$ cat src/rtl/seq_nonoverlap.sv
// -----------------------------------------------------------------------------
// seq_nonoverlap
//
// Serial bit-stream pattern detector with non-overlapping matching. One bit of
// x is sampled per rising clock edge. When the most recent PAT_LEN bits
// complete PATTERN (MSB received first), y is high for exactly one cycle.
// After a detection matching restarts from scratch, so no bit of a completed
// match is reused for the next one.
//
// Parameters:
//   PAT_LEN  pattern length in bits, 2..16
//   PATTERN  pattern to detect; bit PAT_LEN-1 is the first bit received
//
// Ports:
//   clk      clock, all state changes on the rising edge
//   rst      synchronous active-high reset, has priority over x
//   x        serial data input
//   y        detect flag, decoded from the state register only
//   det_cnt  [7:0] saturating detection count (only when
//            SEQ_NONOVERLAP_DETCNT_EN is defined)
//
// Optional feature macro: SEQ_NONOVERLAP_DETCNT_EN
// -----------------------------------------------------------------------------
module seq_nonoverlap #(
    parameter int                 PAT_LEN = 4,
    parameter logic [PAT_LEN-1:0] PATTERN = 4'b1011
) (
    input  logic       clk,
    input  logic       rst,
    input  logic       x,
    output logic       y
`ifdef SEQ_NONOVERLAP_DETCNT_EN
    ,
    output logic [7:0] det_cnt
`endif
);

    // State k (0 < k < PAT_LEN) means k leading pattern bits are matched.
    localparam int SW    = $clog2(PAT_LEN + 1);
    localparam int TBL_N = 2 ** (SW + 1);

    typedef enum logic [SW-1:0] {
        S_IDLE = SW'(0),
        S_DET  = SW'(PAT_LEN)
    } state_e;

    // Next-state table indexed by {state, x}. Sized to cover every encoding
    // so that unreachable states have an entry (IDLE) too.
    typedef logic [TBL_N-1:0][SW-1:0] tbl_t;

    // Bit i of the pattern in reception order (i = 0 is received first).
    function automatic logic pat_bit(input int i);
        logic [PAT_LEN-1:0] t;
        t = PATTERN >> (PAT_LEN - 1 - i);
        return t[0];
    endfunction

    // Given k matched bits followed by bit b, return the length of the
    // longest pattern prefix that is a suffix of that (k+1)-bit string.
    // When b is the expected bit this is simply k+1; otherwise it is the
    // KMP fallback.
    function automatic int dfa_next(input int k, input logic b);
        int   best;
        int   p;
        logic ok;
        logic sb;
        best = 0;
        for (int j = 1; j <= PAT_LEN; j++) begin
            if (j <= k + 1) begin
                ok = 1'b1;
                for (int i = 0; i < PAT_LEN; i++) begin
                    if (i < j) begin
                        p = k + 1 - j + i;
                        if (p == k) begin
                            sb = b;
                        end else begin
                            sb = pat_bit(p);
                        end
                        if (sb != pat_bit(i)) begin
                            ok = 1'b0;
                        end
                    end
                end
                if (ok) begin
                    best = j;
                end
            end
        end
        return best;
    endfunction

    // DET behaves as IDLE (non-overlap rule); encodings above DET map to IDLE.
    function automatic tbl_t build_tbl();
        tbl_t t;
        int   k;
        t = '0;
        for (int st = 0; st < 2 ** SW; st++) begin
            for (int b = 0; b < 2; b++) begin
                if (st < PAT_LEN) begin
                    k = st;
                end else if (st == PAT_LEN) begin
                    k = 0;
                end else begin
                    k = -1;
                end
                if (k >= 0) begin
                    t[st * 2 + b] = SW'(dfa_next(k, b[0]));
                end
            end
        end
        return t;
    endfunction

    localparam tbl_t NEXT_TBL = build_tbl();

    state_e state_q;
    state_e state_d;

    // Next-state lookup from the elaboration-time transition table.
    always_comb begin
        state_d = S_IDLE;
        state_d = state_e'(NEXT_TBL[{state_q, x}]);
    end

    // State register with synchronous reset.
    always_ff @(posedge clk) begin
        if (rst) begin
            state_q <= S_IDLE;
        end else begin
            state_q <= state_d;
        end
    end

    // Moore output: decoded from the state register, no path from x.
    always_comb begin
        y = (state_q == S_DET);
    end

`ifdef SEQ_NONOVERLAP_DETCNT_EN
    logic [7:0] det_cnt_q;
    logic [7:0] det_cnt_d;

    // Count entries into DET, saturating at 255; updates on the same edge
    // that raises y.
    always_comb begin
        det_cnt_d = det_cnt_q;
        if ((state_d == S_DET) && (det_cnt_q != 8'd255)) begin
            det_cnt_d = det_cnt_q + 8'd1;
        end else begin
            det_cnt_d = det_cnt_q;
        end
    end

    // Detection counter register with synchronous clear.
    always_ff @(posedge clk) begin
        if (rst) begin
            det_cnt_q <= 8'd0;
        end else begin
            det_cnt_q <= det_cnt_d;
        end
    end

    // Expose the counter register directly.
    always_comb begin
        det_cnt = det_cnt_q;
    end
`endif

endmodule

$ cat config.mk
export PLATFORM = sky130hd
export DESIGN_NAME = seq_nonoverlap
export DESIGN_NICKNAME = d
export VERILOG_FILES = /design/src/rtl/seq_nonoverlap.sv
export SDC_FILE = /design/constraint.sdc
export NUM_CORES = 1
export LEC_CHECK = 0
export ABC_CLOCK_PERIOD_IN_PS = 1100
export CORE_AREA = 4 4 41 43
export CTS_CLUSTER_DIAMETER = 50
export DETAILED_ROUTE_END_ITERATION = 16
export DIE_AREA = 0 0 45 47
export PLACE_DENSITY_LB_ADDON = 0.12
export SLEW_MARGIN = 5
export SYNTH_ARGS = -nofsm -noshare
export SYNTH_HDL_FRONTEND = slang
export SYNTH_SLANG_ARGS = --single-unit
$ cat constraint.sdc
create_clock -name clk -period 1.1 [get_ports clk]
set_clock_uncertainty 0.15 [all_clocks]
set_input_delay 0.165 -clock clk [delete_from_list [all_inputs] [get_ports clk]]
set_output_delay 0.165 -clock clk [all_outputs]
set_load 0.01 [all_outputs]
==> run metrics <==
status finished with violations; failing checks negative setup slack; critical-path cell list nor3b_2 -> buf_2; relative slew slack 0.8736; CTS tree built; Yosys reg bits 3; Switch Pwr 0.08431 mW; Worst-Margin Slew 0.1896 ns; CP startpoint kind register; DRC Markers 0; Post-Syn Area 156.4 um2; Gate Count Post-Synth 17; Hold Slack 0.2420 ns; biggest regs state_q (3); hold_sp x; count of clock tree sinks 3; Final ANT Viol Nets 0; total grt overflow 0; Die W 45 um; initial antenna violation count 0; path type of the worst min-delay path in -> reg; drt first pass iters 1; crit-path max FO 2; GRT Util Overall 0.05367; Vias per Instance 3.690; PnR Total Power 0.3639 mW; crit path launch state_q[0]$_SDFF_PP0_; RePlAce Congestion 0.6956; global-route wire length before repair 717 um; I/O Buffers 3; synthesized area per cell 9.200 um2; nets 33; max cap viols 0; Most flops, register state_q; Leak 0.1187 nW; Via Count 155; Final Cell Area 294.0 um2; fmax 840.7 MHz; Setup TNS Final -0.2516 ns; Tmin final 1.189 ns; Clock Pin Slew Worst Setup and Hold Paths 0.03 ns; Cell variety after synth 10; Arr. time, crit path 0.87 ns; commonest non-fill, non-tap cell in the layout clkbuf_4; largest net degree at the start of global routing 6; Bufs on Longest Clock Path 2; RR Startpoint state_q[0]$_SDFF_PP0_; Area growth, synth to finish 88.00%; Finish-stage setup viols 3; CP top delay family flip-flops; RSZ-0062 raised after global routing yes; max reg flops 3; Fillers 155; Ports 4; CP Class reg -> out; Die Y 47 um; WL/cell 9.143 um; Root Buffer clkbuf_4; sequential area share after synthesis 0.3840; Setup Fix Bufs, Post-CTS 0; Critical Path Max Stage Delay 0.32 ns; Final Max Slew Viols 0; Syn Nets 22; insertion delay to the later sink of the worst-skew pair 0.23 ns; combinational share of power 0.150; total CTS buffers 3; Iteration-0 DRC Markers 0; layout cells sized above 1 0.5926; final WL 384 um; Slowest-stage cell, CP dfxtp_2; die area 2115 um2; Starting Density 0.1202; internal cell power 0.2796 mW; core box area 1301 um2; Final Cycle Share 1.081; share of power burned in registers 0.326; CTS Hold Bufs 0; Worst EP required 0.78 ns; Syn. warnings 0; Worst IR Drop VDD 167.5 uV; slack of the critical path -0.08950 ns; placed cell area 234.0 um2; critical path endpoint category output pin; post-place setup slack -0.4491 ns; ANT cells 0; Rows 13; htree depth 1; Clock power frac 0.524; DP HPWL 279.3 um; pwr/cell area 1238 nW/um2; vias in the first global route 182; CP Buf/Inv Count 1; final hold violations 0; switching part of the total power 0.2317
## worst register-to-register path, delay by kind of cell, from the launching register on
kind / cells / cell delay (ns)
adders and majority gates: 1 / 0.15
AOI/OAI and AO/OA: 2 / 0.27
DFF: 1 / 0.34
buffers and inverters: 2 / 0.15
## kinds of logic after synthesis
family | share of synthesized area
simple gates | 0.2240
buf+inv | 0.07199
flops | 0.3840
compound gates | 0.09597
fa+ha+maj | 0.1600
mux | 0.06400
## per-stage QoR
step | util | std cells
floorplan | - | 17
CTS | 0.2048 | 42
global route | 0.2260 | 42
finish | 0.2260 | 42
global placement | 0.1798 | 38
detailed placement | 0.1798 | 38
## cell type report
cell class                      count  area [um2]  area share
Multi-Input combinational cell     11       125.1      0.4255
Sequential cell                     3       62.56      0.2128
Timing Repair Buffer                6       50.05      0.1702
Clock buffer                        4       26.28     0.08936
Tap cell                           15       18.77     0.06383
Inverter                            3       11.26     0.03830
## synthesized netlist by cell type
library cell,count,area share
nand3_1,1,0.032
inv_1,3,0.072
nor2b_1,1,0.040
mux2i_1,1,0.064
nor3_1,2,0.064
nor3b_1,1,0.048
ha_1,2,0.16
nand2b_1,1,0.040
a211oi_1,2,0.096
dfxtp_1,3,0.38
## power groups by stage
stage	Clock [mW]	Combinational (mW)	Sequential, mW
3_3_place_gp	0	0.0416	0.119
3_5_place_dp	0	0.0415	0.118
6_report	0.191	0.0545	0.119
4_1_cts	0.204	0.0433	0.118
5_1_grt	0.224	0.0612	0.119
2_1_floorplan	0	0.0182	0.121
## layer usage
metal	GRT usage	vias to the layer above	wire, um
li1	-	79	-
met4	0.05263	0	0
met3	0.03831	0	10
met5	0	-	0
met1	0.03855	75	143
met2	0.09040	1	230
## final timing paths
| kind | depth (start not counted) | to | slack [ns] |
|---|---|---|---|
| worst min register to register | 2 | state_q[2]$_SDFF_PP0_ | 0.38 |
| worst min-delay path | 3 | state_q[2]$_SDFF_PP0_ | 0.24 |
| worst max register to register | 5 | state_q[0]$_SDFF_PP0_ | -0.08 |
| worst max-delay path | 2 | y | -0.09 |
## repair_timing
item | in CTS | in global routing
hold endpoints to repair | 0 | 0
endpoints found under the setup margin | 3 | 3
pin swaps | 2 | 3
gates resized for setup | 8 | 6
No activity file was read; power rests on OpenSTA's default activity.
